==> src/rtl/alarm_pkg.sv <==
// alarm_pkg: shared constants for the alarm_bank slice.
//   Cursor one-hot codes (MT..SU), blinky codes, FSM state enum,
//   BCD digit limits and a cursor->blinky helper.
package alarm_pkg;

    localparam int TENS_MAX  = 5;
    localparam int UNITS_MAX = 9;

    localparam logic [3:0] CUR_NONE = 4'b0000;
    localparam logic [3:0] CUR_MT   = 4'b1000;
    localparam logic [3:0] CUR_MU   = 4'b0100;
    localparam logic [3:0] CUR_ST   = 4'b0010;
    localparam logic [3:0] CUR_SU   = 4'b0001;

    localparam logic [2:0] BLK_NONE = 3'b000;
    localparam logic [2:0] BLK_MT   = 3'b001;
    localparam logic [2:0] BLK_MU   = 3'b010;
    localparam logic [2:0] BLK_ST   = 3'b011;
    localparam logic [2:0] BLK_SU   = 3'b100;

    typedef enum logic [1:0] {
        ST_IDLE   = 2'd0,
        ST_EDIT   = 2'd1,
        ST_RING   = 2'd2,
        ST_SNOOZE = 2'd3
    } state_t;

    function automatic logic [2:0] blinky_of(input logic [3:0] cur);
        logic [2:0] b;
        b = BLK_NONE;
        case (cur)
            CUR_MT:  b = BLK_MT;
            CUR_MU:  b = BLK_MU;
            CUR_ST:  b = BLK_ST;
            CUR_SU:  b = BLK_SU;
            default: b = BLK_NONE;
        endcase
        return b;
    endfunction

endpackage

==> src/rtl/alarm_bank_digit.sv <==
// bcd_wrap_digit: one BCD digit of the edit working copy.
//   Wraps MAX->0 on inc and 0->MAX on dec; inc+dec together holds.
//   load has priority over inc/dec.
// Ports:
//   clk4, reset       clock, async active-high reset
//   i_load/i_load_val load the digit from the selected slot
//   i_inc/i_dec       single-cycle step pulses
//   o_digit           registered digit value
module bcd_wrap_digit
    import alarm_pkg::*;
#(
    parameter int MAX = UNITS_MAX
) (
    input  logic       clk4,
    input  logic       reset,
    input  logic       i_load,
    input  logic [3:0] i_load_val,
    input  logic       i_inc,
    input  logic       i_dec,
    output logic [3:0] o_digit
);

    localparam logic [3:0] MAX_V = 4'(MAX);

    logic [3:0] r_digit;

    always_ff @(posedge clk4 or posedge reset) begin
        if (reset) begin
            r_digit <= 4'd0;
        end else if (i_load) begin
            r_digit <= i_load_val;
        end else if (i_inc && !i_dec) begin
            r_digit <= (r_digit >= MAX_V) ? 4'd0 : r_digit + 4'd1;
        end else if (i_dec && !i_inc) begin
            // Out-of-range values (never produced here) fold back to MAX.
            r_digit <= (r_digit == 4'd0 || r_digit > MAX_V) ? MAX_V : r_digit - 4'd1;
        end
    end

    assign o_digit = r_digit;

endmodule

==> src/rtl/alarm_bank.sv <==
// alarm_bank: multi-slot mm:ss alarm unit.
//   NUM_ALARMS stored BCD alarm times, one edited at a time via cursor/inc/dec.
//   Armed slots are compared against cur_time on sec_tick while idle; the
//   lowest matching slot starts a ring that auto-stops after RING_SEC ticks.
//   Optional snooze is built only when ALARM_SNOOZE_EN is defined.
// Ports:
//   clk4, reset                 clock, async active-high reset
//   inc, dec                    digit step pulses (EDIT)
//   move_left, move_right       cursor move pulses (EDIT)
//   enable                      edit level: rise enters, fall commits
//   cancel                      abandon edit
//   slot_next, arm_toggle       slot select / arm flip (IDLE)
//   stop, snooze                silence / defer ring
//   sec_tick, cur_time          timekeeper strobe and BCD time
//   disp_time                   working copy in EDIT, else slot[sel]
//   cursor, blinky              edit cursor (one-hot) and blink code
//   sel, armed                  selected slot, per-slot armed flags
//   ringing, ring_slot          buzzer request and triggering slot
module alarm_bank
    import alarm_pkg::*;
#(
    parameter  int NUM_ALARMS = 4,
    parameter  int RING_SEC   = 30,
    parameter  int SNOOZE_SEC = 60,
    localparam int SLOT_W     = (NUM_ALARMS > 1) ? $clog2(NUM_ALARMS) : 1
) (
    input  logic                  clk4,
    input  logic                  reset,
    input  logic                  inc,
    input  logic                  dec,
    input  logic                  move_left,
    input  logic                  move_right,
    input  logic                  enable,
    input  logic                  cancel,
    input  logic                  slot_next,
    input  logic                  arm_toggle,
    input  logic                  stop,
    input  logic                  snooze,
    input  logic                  sec_tick,
    input  logic [15:0]           cur_time,
    output logic [15:0]           disp_time,
    output logic [3:0]            cursor,
    output logic [2:0]            blinky,
    output logic [SLOT_W-1:0]     sel,
    output logic [NUM_ALARMS-1:0] armed,
    output logic                  ringing,
    output logic [SLOT_W-1:0]     ring_slot
);

    localparam logic [SLOT_W-1:0] LAST_SLOT = SLOT_W'(NUM_ALARMS - 1);
    localparam logic [7:0]        RING_LAST = 8'(RING_SEC - 1);

    state_t                       r_state;
    logic                         r_en_q;
    logic [NUM_ALARMS-1:0][15:0]  r_slot;
    logic [NUM_ALARMS-1:0]        r_armed;
    logic [SLOT_W-1:0]            r_sel;
    logic [3:0]                   r_cursor;
    logic [2:0]                   r_blinky;
    logic                         r_ringing;
    logic [SLOT_W-1:0]            r_ring_slot;
    logic [7:0]                   r_ring_cnt;
`ifdef ALARM_SNOOZE_EN
    logic [7:0]                   r_snz_cnt;
`else
    logic                         w_unused_snooze;
    assign w_unused_snooze = snooze;
`endif

    logic                         w_rise, w_fall;
    logic [NUM_ALARMS-1:0]        w_hit;
    logic                         w_hit_any;
    logic [SLOT_W-1:0]            w_hit_idx;
    logic                         w_match;
    logic                         w_load;
    logic                         w_edit;
    logic [15:0]                  w_sel_slot;
    logic [15:0]                  w_work;
    logic [3:0]                   w_cur_next;

    assign w_rise     = enable & ~r_en_q;
    assign w_fall     = ~enable & r_en_q;
    assign w_sel_slot = r_slot[r_sel];
    assign w_edit     = (r_state == ST_EDIT);

    // Match comparators; priority encoder below keeps the lowest index.
    for (genvar i = 0; i < NUM_ALARMS; i++) begin : g_cmp
        assign w_hit[i] = r_armed[i] && (r_slot[i] == cur_time);
    end

    always_comb begin
        w_hit_any = 1'b0;
        w_hit_idx = '0;
        for (int i = NUM_ALARMS - 1; i >= 0; i--) begin
            if (w_hit[i]) begin
                w_hit_any = 1'b1;
                w_hit_idx = SLOT_W'(i);
            end
        end
    end

    // A match in IDLE outranks an enable rise in the same cycle.
    assign w_match = (r_state == ST_IDLE) && sec_tick && w_hit_any;
    assign w_load  = (r_state == ST_IDLE) && w_rise && !w_match;

    // Working copy: digit 3 = MT ... digit 0 = SU; odd digits are tens.
    // inc/dec are steered by the cursor before any same-cycle move lands.
    for (genvar d = 0; d < 4; d++) begin : g_dig
        bcd_wrap_digit #(
            .MAX((d % 2 == 1) ? TENS_MAX : UNITS_MAX)
        ) u_dig (
            .clk4       (clk4),
            .reset      (reset),
            .i_load     (w_load),
            .i_load_val (w_sel_slot[4*d +: 4]),
            .i_inc      (w_edit && inc && r_cursor[d]),
            .i_dec      (w_edit && dec && r_cursor[d]),
            .o_digit    (w_work[4*d +: 4])
        );
    end

    // Right walks MT->SU (shift toward LSB), left walks SU->MT; both wrap.
    always_comb begin
        w_cur_next = r_cursor;
        if (move_right && !move_left)
            w_cur_next = {r_cursor[0], r_cursor[3:1]};
        else if (move_left && !move_right)
            w_cur_next = {r_cursor[2:0], r_cursor[3]};
    end

    always_ff @(posedge clk4 or posedge reset) begin
        if (reset) begin
            r_state     <= ST_IDLE;
            r_en_q      <= 1'b0;
            r_slot      <= '0;
            r_armed     <= '0;
            r_sel       <= '0;
            r_cursor    <= CUR_NONE;
            r_blinky    <= BLK_NONE;
            r_ringing   <= 1'b0;
            r_ring_slot <= '0;
            r_ring_cnt  <= 8'd0;
`ifdef ALARM_SNOOZE_EN
            r_snz_cnt   <= 8'd0;
`endif
        end else begin
            r_en_q <= enable;
            case (r_state)
                ST_IDLE: begin
                    if (w_match) begin
                        r_state     <= ST_RING;
                        r_ring_slot <= w_hit_idx;
                        r_ring_cnt  <= 8'd0;
                        r_ringing   <= 1'b1;
                    end else if (w_rise) begin
                        r_state  <= ST_EDIT;
                        r_cursor <= CUR_MT;
                        r_blinky <= BLK_MT;
                    end else begin
                        if (slot_next)
                            r_sel <= (r_sel == LAST_SLOT) ? '0 : r_sel + 1'b1;
                        if (arm_toggle)
                            r_armed[r_sel] <= ~r_armed[r_sel];
                    end
                end
                ST_EDIT: begin
                    if (cancel) begin
                        r_state  <= ST_IDLE;
                        r_cursor <= CUR_NONE;
                        r_blinky <= BLK_NONE;
                    end else if (w_fall) begin
                        r_state        <= ST_IDLE;
                        r_slot[r_sel]  <= w_work;
                        r_armed[r_sel] <= 1'b1;
                        r_cursor       <= CUR_NONE;
                        r_blinky       <= BLK_NONE;
                    end else begin
                        r_cursor <= w_cur_next;
                        r_blinky <= blinky_of(w_cur_next);
                    end
                end
                ST_RING: begin
                    if (stop) begin
                        r_state   <= ST_IDLE;
                        r_ringing <= 1'b0;
`ifdef ALARM_SNOOZE_EN
                    end else if (snooze) begin
                        r_state   <= ST_SNOOZE;
                        r_ringing <= 1'b0;
                        r_snz_cnt <= 8'(SNOOZE_SEC);
`endif
                    end else if (sec_tick) begin
                        if (r_ring_cnt == RING_LAST) begin
                            r_state   <= ST_IDLE;
                            r_ringing <= 1'b0;
                        end else begin
                            r_ring_cnt <= r_ring_cnt + 8'd1;
                        end
                    end
                end
`ifdef ALARM_SNOOZE_EN
                ST_SNOOZE: begin
                    if (stop) begin
                        r_state <= ST_IDLE;
                    end else if (sec_tick) begin
                        if (r_snz_cnt == 8'd1) begin
                            r_state    <= ST_RING;
                            r_ringing  <= 1'b1;
                            r_ring_cnt <= 8'd0;
                            r_snz_cnt  <= 8'd0;
                        end else begin
                            r_snz_cnt <= r_snz_cnt - 8'd1;
                        end
                    end
                end
`endif
                default: begin
                    r_state   <= ST_IDLE;
                    r_ringing <= 1'b0;
                end
            endcase
        end
    end

    // Pure select between registers, so it moves on the same edge as state.
    assign disp_time = w_edit ? w_work : w_sel_slot;
    assign cursor    = r_cursor;
    assign blinky    = r_blinky;
    assign sel       = r_sel;
    assign armed     = r_armed;
    assign ringing   = r_ringing;
    assign ring_slot = r_ring_slot;

endmodule

==> config.mk <==
export PLATFORM = sky130hd
export DESIGN_NAME = alarm_bank
export DESIGN_NICKNAME = d
export VERILOG_FILES = /design/src/rtl/alarm_pkg.sv /design/src/rtl/alarm_bank_digit.sv /design/src/rtl/alarm_bank.sv
export SDC_FILE = /design/constraint.sdc
export NUM_CORES = 1
export LEC_CHECK = 0
export ABC_CLOCK_PERIOD_IN_PS = 3800
export CAP_MARGIN = 10
export CELL_PAD_IN_SITES_DETAIL_PLACEMENT = 1
export CELL_PAD_IN_SITES_GLOBAL_PLACEMENT = 2
export CORE_ASPECT_RATIO = 1.75
export CORE_UTILIZATION = 33
export DETAILED_ROUTE_END_ITERATION = 12
export PLACE_DENSITY_LB_ADDON = 0.2
export SYNTH_ARGS = -nofsm -noshare
export SYNTH_HDL_FRONTEND = slang
export SYNTH_SLANG_ARGS = --single-unit
==> constraint.sdc <==
create_clock -name clk4 -period 3.8 [get_ports clk4]
set_input_delay 0.76 -clock clk4 [delete_from_list [all_inputs] [get_ports clk4]]
set_output_delay 0.76 -clock clk4 [all_outputs]
set_load 0.1 [all_outputs]
==> flow_summary.toml, run 1 <==
[logic_synthesis]
syn_nets = 804
synth_top_flop_cell = "dfrtp_1"
synth_cells = 756
ys_async_sr_fraction_pct = 100.0
ys_types = 58
synthesis.area_um2 = 7020
synth_edf_count = 0
synth_seq_cells = 107
postSynthAreaPerCell_um2 = 9.286
seq_area_frac_synth_pct = 38.14
ys_warn_count = 0

[worst_setup_path]
crit_type = "primary input to register"
cp.required_ns = 4.05
startpoint_type = "primary input"
cp-end-kind = "register"
slowest_stage = "clkdlybuf4s50_1"
cp_max_fo = 4
cpPeakStageDelay_ns = 0.56
path_buf_inv = 2
critical-path-top-delay-family = "simple AND/OR/NAND/NOR gates"
crit_arrival_ns = 3.50
critical_path.cell_chain = "clkdlybuf4s50_1 -> xnor2_1 -> nand4_1 -> or2_2 -> nor4_2 -> o41ai_1 -> and3_1 -> buf_4 -> mux2_4"

[global_route]
antenna_found_initial = 0
grtUsageTotal_pct = 22.81
overflow = 0
grt_start_max_net_pins = 55
grt_pass1_vias = 6430
grt_pass1_wl_um = 37230

[timing]
fin_crit_ns = 3.253
max_freq_ghz = 0.3074
min_period_over_period_pct = 85.60
relSlewSlack_pct = 33.76
rsz0062_at_grt = "false"
tightestPinTransition_ns = 0.9904
timing.setup.tns_ns = 0
fin_worst_skew_ns = 0.009648
hold_viol_final = 0
slew_violations = 0
setup_viol = 0

[die]
coreArea_um2 = 20850
start_util_pct = 33.68
io_pins = 61
row_count = 70
die_h_um = 195.0
dieArea_um2 = 21880
die_w_um = 112.3

[finish]
area.growth.synth_to_final_pct = 16.40
fin_area_um2 = 8172
nFillCells = 2402
fin_nets = 850
layout-drive-gt1-share_pct = 14.99
final_common_cell = "nand2_1"
most-common-layout-cells = "nand2_1 (116), dfrtp_1 (107), o21ai_0 (86), xnor2_1 (49), nor2_1 (45)"
antennaDiodeCount = 0

[power_and_ir_drop]
peakVddDrop_mv = 0.2748
power_leakage_nw = 3.362
powerDensity_nw_per_um2 = 549.9

[drt]
antenna_left = 0
route.vias.total = 5900
wl_per_cell_um = 22.27
viasPerCell = 5.571
firstDrtPassIters = 8
drt_iter0_markers = 148
wl_um = 23580
drc = 8

[outcome]
violations = "DRC"
outcome = "complete, but fails checks"

[clocking]
cts_resized = 0
cts_hold_buf = 0
clock_latency_ns = 0.37
cts_buffer_depth = 2
numCtsBuffers = 9
cts_tree = "built"
cts-htree-levels = 3
cts_setup_buffers = 0
clk_pin_slew_ns = 0.07
clockRootBuffer = "clkbuf_16"
cts_sinks = 107

[hold_path]
min_path_type = "register to register"

[placed_design]
place.gp.congestion = 0.8823
port_buffers = 59
hpwl_um = 18220
placed_cell_area_um2 = 7820

[flow_run]
maxCapViolations = 0
==> worst paths after layout <==
path | start | to | slack, ns | cells past startpoint
worst max-delay path | cur_time[1] | g_dig[0].u_dig.o_digit[0]$_DFFE_PP0P_ | 0.55 | 9
worst min-delay path | ring_slot[0]$_DFFE_PP0P_ | ring_slot[0]$_DFFE_PP0P_ | 0.48 | 1
worst max register to register | r_state[0]$_DFFE_PP0P_ | g_dig[0].u_dig.o_digit[0]$_DFFE_PP0P_ | 0.91 | 7
worst min register to register | ring_slot[0]$_DFFE_PP0P_ | ring_slot[0]$_DFFE_PP0P_ | 0.48 | 1
max in group asynchronous | reset | g_dig[2].u_dig.o_digit[0]$_DFFE_PP0P_ | 2.15 | 3
min in group asynchronous | reset | ringing$_DFFE_PP0P_ | 0.86 | 2
==> cell type report <==
type                       instances  area, um^2  area share [%]
clock buffer                      10       239.0           2.925
clock inverter                     6       112.6           1.378
inverter                          20       77.57          0.9493
tap                              252       315.3           3.859
timing repair buffer              81       748.2           9.156
sequential                       107        2678           32.77
multi-input combinational        583        4001           48.97
==> cells in the mapped netlist (all sizes together) (12+ instances only) <==
cell    number  area, um^2
o21ai       86       430.4
nand2      116       435.4
nor2        45       168.9
nor4        16       112.6
mux4        17       382.9
nand3       12       60.06
nand4       21       131.4
xor2        24       217.7
inv         20       75.07
a21oi       39       195.2
xnor2       49       429.2
clkbuf      27       102.6
mux2        31       382.9
ha          19       237.7
buf         19       171.4
dfrtp      107        2678
==> sequential cells by signal, indices dropped and copies added, names as in the netlist <==
register and count:
r_state 2, ringing 1, armed 4, cursor 4
ring_slot 2, r_slot 64, g_dig.u_dig.o_digit 16, sel 2
blinky 3, r_ring_cnt 8, r_en_q 1
==> cell families (layout without fill, tap and decap cells) <==
| logic type | count (synthesis) | after routing | share of synthesized area, % |
|---|---|---|---|
| simple gates | 274 | 274 | 19.44 |
| buf+inv | 66 | 117 | 4.972 |
| fa+ha+maj | 19 | 19 | 3.386 |
| xor+xnor | 73 | 73 | 9.214 |
| flops | 107 | 107 | 38.14 |
| mux | 49 | 49 | 11.05 |
| compound gates | 168 | 168 | 13.79 |
==> report_power, final <==
group	internal, mW	switching [mW]	leakage (nW)
clock	0.664	0.461	0.173
sequential	1.28	0.289	1.46
combinational	0.629	1.17	1.73
total	2.58	1.92	3.36
==> through the flow <==
step	worst slack [ns]	utilization, %	power (mW)	hold WS [ns]	cells
3_3_place_gp	0.2795	37.52	3.360	0.4652	1043
4_1_cts	0.5680	39.20	4.556	0.4882	1059
5_1_grt	0.4843	39.20	4.743	0.5208	1059
3_5_place_dp	0.2405	37.52	3.410	0.4711	1043
6_report	0.5472	39.20	4.493	0.4830	1059
2_1_floorplan	0.08146	-	2.855	0.4855	756
==> routing by layer <==
| metal | vias up | part of all wire, % | GRT usage, % |
|---|---|---|---|
| met3 | 39 | 2.4 | 3.617 |
| met2 | 93 | 55 | 43.04 |
| met5 | - | 0 | 0 |
| met1 | 3008 | 38 | 24.24 |
| li1 | 2760 | - | - |
| met4 | 0 | 4.3 | 11.11 |
Power figures use the tool's default switching activity.
==> run 2, diff against run 1 <==
--- a/config.mk
+++ b/config.mk
@@ -5,12 +5,12 @@
 export SDC_FILE = /design/constraint.sdc
 export NUM_CORES = 1
 export LEC_CHECK = 0
-export ABC_CLOCK_PERIOD_IN_PS = 3800
+export ABC_CLOCK_PERIOD_IN_PS = 4000
 export CAP_MARGIN = 10
 export CELL_PAD_IN_SITES_DETAIL_PLACEMENT = 1
 export CELL_PAD_IN_SITES_GLOBAL_PLACEMENT = 2
 export CORE_ASPECT_RATIO = 1.75
-export CORE_UTILIZATION = 33
+export CORE_UTILIZATION = 40
 export DETAILED_ROUTE_END_ITERATION = 12
 export PLACE_DENSITY_LB_ADDON = 0.2
 export SYNTH_ARGS = -nofsm -noshare
==> constraint.sdc (replaced) <==
create_clock -name clk4 -period 4 [get_ports clk4]
set_input_delay 0.8 -clock clk4 [delete_from_list [all_inputs] [get_ports clk4]]
set_output_delay 0.8 -clock clk4 [all_outputs]
set_load 0.1 [all_outputs]
==> flow_summary.toml, run 2 (synthesized netlist as in run 1, its figures left out) <==
[finish]
area.growth.synth_to_final_pct = 13.85
final_cell_count_no_fill = 1028
largest_reg_flops = 64
fin_nets = 847
nFillCells = 2025
largest-register = "r_slot"
layout-drive-gt1-share_pct = 14.36
most-common-layout-cells = "nand2_1 (116), dfrtp_1 (107), o21ai_0 (86), xnor2_1 (49), nor2_1 (45)"
antennaDiodeCount = 0
final_common_cell = "nand2_1"
post-route-util_pct = 46.94

[hold_path]
min_path_type = "register to register"

[timing]
fin_crit_ns = 3.292
slew_violations = 0
timing.setup.tns_ns = 0
max_freq_ghz = 0.3038
tightestPinTransition_ns = 1.086
fin_worst_skew_ns = 0.009132
rsz0062_at_grt = "false"
relSlewSlack_pct = 27.59
min_period_over_period_pct = 82.29
hold_viol_final = 0
setup_viol = 0

[power_and_ir_drop]
power_frac_clock_pct = 20.9
p_comb_share_pct = 42.5
p_int_mw = 2.238
peakVddDrop_mv = 0.2476
powerDensity_nw_per_um2 = 503.8
sw_frac_of_total_pct = 44.43
power_leakage_nw = 3.291
power_switching_mw = 1.789
pwr-share-seq_pct = 36.6

[placed_design]
place.gp.congestion = 0.9724
port_buffers = 59
hpwl_um = 17770
placed_cells = 1015

[worst_setup_path]
crit_type = "primary input to register"
startpoint_type = "primary input"
cp_max_fo = 11
critical-path-top-delay-family = "simple AND/OR/NAND/NOR gates"
crit_arrival_ns = 3.53
cp.required_ns = 4.24
path_buf_inv = 2
cpPeakStageDelay_ns = 0.54
critical_path.cell_chain = "clkdlybuf4s50_1 -> xnor2_1 -> nand4_1 -> or2_2 -> nor4_1 -> o41ai_1 -> and3_1 -> buf_4 -> mux2_4"
cp-end-kind = "register"
slowest_stage = "xnor2_1"

[drt]
antenna_left = 0
wl_per_cell_um = 22.09
drc = 0
route.vias.total = 5967
drt_iter0_markers = 190
firstDrtPassIters = 4
wl_um = 22700
viasPerCell = 5.804

[clocking]
cts_setup_buffers = 0
clock_latency_ns = 0.35
clk_pin_slew_ns = 0.07
numCtsBuffers = 9
cts_resized = 0
cts-htree-levels = 3
cts_sinks = 107
cts_buffer_depth = 2
cts_hold_buf = 0
clockRootBuffer = "clkbuf_16"
cts_tree = "built"

[flow_run]
maxCapViolations = 0

[outcome]
outcome = "completed"

[die]
die_w_um = 102.1
start_util_pct = 41.23
io_pins = 61
row_count = 63
dieArea_um2 = 18110
coreArea_um2 = 17030
die_h_um = 177.3

[global_route]
grt_pass1_wl_um = 35730
antenna_found_initial = 0
grt_start_max_net_pins = 83
overflow = 0
grtUsageTotal_pct = 26.76
grt_pass1_vias = 6450
## run 2: cell types whose count changed in the layout (fill, tap and decap cells not counted)
cell / before / now
buf_12: 3 / 0
bufinv_16: 3 / 0
clkinv_4: 2 / 0
inv_6: 0 / 2
clkinv_2: 1 / 0
clkinvlp_4: 0 / 1
## run 2: path summary, 6_finish.rpt
check | from | end | slack, ns | depth (start not counted)
max | cur_time[4] | g_dig[1].u_dig.o_digit[0]$_DFFE_PP0P_ | 0.71 | 9
min | ringing$_DFFE_PP0P_ | ringing$_DFFE_PP0P_ | 0.49 | 2
max reg2reg | r_state[1]$_DFFE_PP0P_ | g_dig[2].u_dig.o_digit[3]$_DFFE_PP0P_ | 0.96 | 8
min reg2reg | ringing$_DFFE_PP0P_ | ringing$_DFFE_PP0P_ | 0.49 | 2
max in group asynchronous | reset | r_slot[4]$_DFFE_PP0P_ | 2.07 | 3
min in group asynchronous | reset | ringing$_DFFE_PP0P_ | 1.06 | 2
## run 2: worst register-to-register path, delay by kind of cell, from the launching register on
family	cells	cell delay (ns)
mux	1	0.27
simple gates	3	1.27
flops	1	0.54
buf+inv	1	0.36
compound gates	3	0.47
## run 2: layer usage
| metal | part of all wire (%) | vias to the layer above | GRT usage (%) | wire length [um] |
|---|---|---|---|---|
| met5 | 0 | - | 0 | 0 |
| met1 | 36 | 3030 | 27.64 | 8108 |
| li1 | - | 2759 | - | - |
| met3 | 2.6 | 61 | 2.449 | 581 |
| met2 | 56 | 117 | 50.92 | 12740 |
| met4 | 5.6 | 0 | 15.30 | 1270 |
## run 2: layout make-up
cell class	instances	area (um^2)	area share (%)
clock buffers	10	239.0	2.990
clock inverters	3	25.02	0.3131
inverters	20	77.57	0.9706
multi-input cells	583	4001	50.06
flip-flops and latches	107	2678	33.50
well taps	227	284.0	3.554
repair buffers	78	688.2	8.610
## run 2: power groups by stage
stage | clock (mW) | combinational, mW | sequential (mW)
detailed placement | 0 | 1.71 | 1.49
global placement | 0 | 1.67 | 1.48
finish | 0.842 | 1.71 | 1.47
CTS | 0.863 | 1.72 | 1.47
global route | 0.897 | 1.83 | 1.50
floorplan | 0 | 1.09 | 1.63
## run 2: per-stage QoR
step / cell area, um^2 / setup slack (ns) / power, mW / hold WS, ns
6_report: 7993 / 0.7083 / 4.027 / 0.4939
3_5_place_dp: 7729 / 0.3541 / 3.204 / 0.4819
5_1_grt: 7993 / 0.5481 / 4.225 / 0.5192
2_1_floorplan: 7020 / 0.2415 / 2.712 / 0.4855
3_3_place_gp: 7729 / 0.4048 / 3.144 / 0.4606
4_1_cts: 7993 / 0.7125 / 4.055 / 0.5008
==> run 3, diff against run 2 <==
--- a/config.mk
+++ b/config.mk
@@ -5,12 +5,12 @@
 export SDC_FILE = /design/constraint.sdc
 export NUM_CORES = 1
 export LEC_CHECK = 0
-export ABC_CLOCK_PERIOD_IN_PS = 4000
+export ABC_CLOCK_PERIOD_IN_PS = 3210
 export CAP_MARGIN = 10
 export CELL_PAD_IN_SITES_DETAIL_PLACEMENT = 1
 export CELL_PAD_IN_SITES_GLOBAL_PLACEMENT = 2
 export CORE_ASPECT_RATIO = 1.75
-export CORE_UTILIZATION = 40
+export CORE_UTILIZATION = 37
 export DETAILED_ROUTE_END_ITERATION = 12
 export PLACE_DENSITY_LB_ADDON = 0.2
 export SYNTH_ARGS = -nofsm -noshare
==> constraint.sdc (replaced) <==
create_clock -name clk4 -period 3.21 [get_ports clk4]
set_input_delay 0.642 -clock clk4 [delete_from_list [all_inputs] [get_ports clk4]]
set_output_delay 0.642 -clock clk4 [all_outputs]
set_load 0.1 [all_outputs]
==> flow_summary.toml, run 3 (synthesized netlist as in run 1, its figures left out) <==
[clocking]
clock_latency_ns = 0.37
cts-htree-levels = 3
cts_sinks = 107
cts_buffer_depth = 2
cts_setup_buffers = 0
clk_pin_slew_ns = 0.08
cts_hold_buf = 0
cts_tree = "built"
cts_resized = 0
clockRootBuffer = "clkbuf_16"
numCtsBuffers = 9

[timing]
setup_viol = 0
timing.setup.tns_ns = 0
fin_crit_ns = 3.038
whs_ns = 0.4852
slew_violations = 0
max_freq_ghz = 0.3291
rsz0062_at_grt = "false"
hold_viol_final = 0
min_period_over_period_pct = 94.65
tightestPinTransition_ns = 0.6548
relSlewSlack_pct = 55.94
fin_worst_skew_ns = 0.01222

[placed_design]
hpwl_um = 18180
place.gp.congestion = 0.9741
port_buffers = 59
placed_cell_area_um2 = 8399

[global_route]
use_met3_pct = 3.076
use_met1_pct = 26.66
overflow = 0
grt_pass1_wl_um = 37920
grt_start_max_net_pins = 108
grt_pass1_vias = 6897
grt_busiest_layer = "met2"
grtUsageMet2_pct = 49.38
grtUsageTotal_pct = 25.78
antenna_found_initial = 0

[power_and_ir_drop]
power_frac_clock_pct = 20.1
p_comb_share_pct = 45.6
power_mw = 5.246
power_switching_mw = 2.303
p_int_mw = 2.943
pwr-share-seq_pct = 34.3
sw_frac_of_total_pct = 43.90
power_leakage_nw = 3.658
powerDensity_nw_per_um2 = 605.6
peakVddDrop_mv = 0.2973

[die]
dieArea_um2 = 19550
die_h_um = 184.2
start_util_pct = 37.78
row_count = 66
die_w_um = 106.1
coreArea_um2 = 18580
io_pins = 61

[finish]
most-common-layout-cells = "nand2_1 (116), dfrtp_1 (107), buf_4 (95), o21ai_0 (85), xnor2_1 (49)"
area.growth.synth_to_final_pct = 23.38
antennaDiodeCount = 0
post-route-util_pct = 46.62
final_common_cell = "nand2_1"
layout-drive-gt1-share_pct = 22.17
largest_reg_flops = 64
fin_nets = 909
seqCellArea_um2 = 2678
largest-register = "r_slot"
nFillCells = 2154
fin_area_um2 = 8662
multiInputGateArea_um2 = 4001

[hold_path]
min_path_type = "register to register"

[worst_setup_path]
cp-end-kind = "register"
crit_type = "primary input to register"
cp_max_fo = 8
cp.required_ns = 3.46
reg2reg_slack_ns = 0.55
startpoint_type = "primary input"
crit_arrival_ns = 3.28

[flow_run]
maxCapViolations = 0

[drt]
viasPerCell = 5.587
wl_per_cell_um = 21.25
route.vias.total = 6168
drt_iter0_markers = 216
drc = 0
firstDrtPassIters = 4
antenna_left = 0
wl_um = 23460

[outcome]
outcome = "completed"
## run 3: cell count changes in the layout (fill, tap and decap cells not counted), moves of 2 or more
| cell | delta |
|---|---|
| buf_4 | +58 |
| clkbuf_1 | +2 |
| buf_12 | +18 |
| clkinvlp_4 | +2 |
| clkinv_2 | +3 |
| inv_6 | -2 |
| clkdlybuf4s50_1 | -14 |
## run 3: final timing paths
kind                                     startpoint                               endpoint  cells after the start
hold reg to reg            ring_slot[0]$_DFFE_PP0P_               ring_slot[0]$_DFFE_PP0P_                      1
max in group asynchronous                     reset  g_dig[0].u_dig.o_digit[3]$_DFFE_PP0P_                      3
hold / removal             ring_slot[0]$_DFFE_PP0P_               ring_slot[0]$_DFFE_PP0P_                      1
min in group asynchronous                     reset                  cursor[2]$_DFFE_PP0P_                      3
setup / recovery                       cur_time[15]  g_dig[2].u_dig.o_digit[0]$_DFFE_PP0P_                     10
setup reg to reg             r_slot[18]$_DFFE_PP0P_  g_dig[2].u_dig.o_digit[0]$_DFFE_PP0P_                      9
## run 3: cell type report
cell class	instances	area share, %
clock buffers	11	2.687
repair buffers	140	15.51
flip-flops and latches	107	30.91
clock inverters	5	0.3467
well taps	238	3.438
inverters	20	0.9100
multi-input cells	583	46.19
## run 3: per-layer routing
metal | up-vias | routed length, um
li1 | 2879 | -
met2 | 110 | 13040
met4 | 0 | 1159
met1 | 3121 | 8662
met5 | - | 0
met3 | 58 | 592
## run 3: stage by stage
step                      instances  setup slack (ns)
final                          1104            0.1716
after global routing           1104           0.02730
after CTS                      1104            0.1741
after detailed placement       1088           -0.2007
after global placement         1088           -0.1564
after floorplan                 756           -0.3239
## run 3: worst max-delay path: stages
cell,delay [ns]
clkdlybuf4s50_1,0.53
buf_4,0.20
xnor2_1,0.29
nand4_1,0.15
or2_2,0.32
nor4_2,0.28
o41ai_1,0.13
and3_1,0.21
buf_4,0.20
mux2_4,0.31
## run 3: power groups by stage
stage	Clock, mW	Combinational (mW)	Sequential (mW)
after floorplan	0	1.35	2.03
after global placement	0	2.34	1.80
after detailed placement	0	2.40	1.82
after CTS	1.07	2.41	1.80
after global routing	1.12	2.56	1.83
final	1.06	2.39	1.80
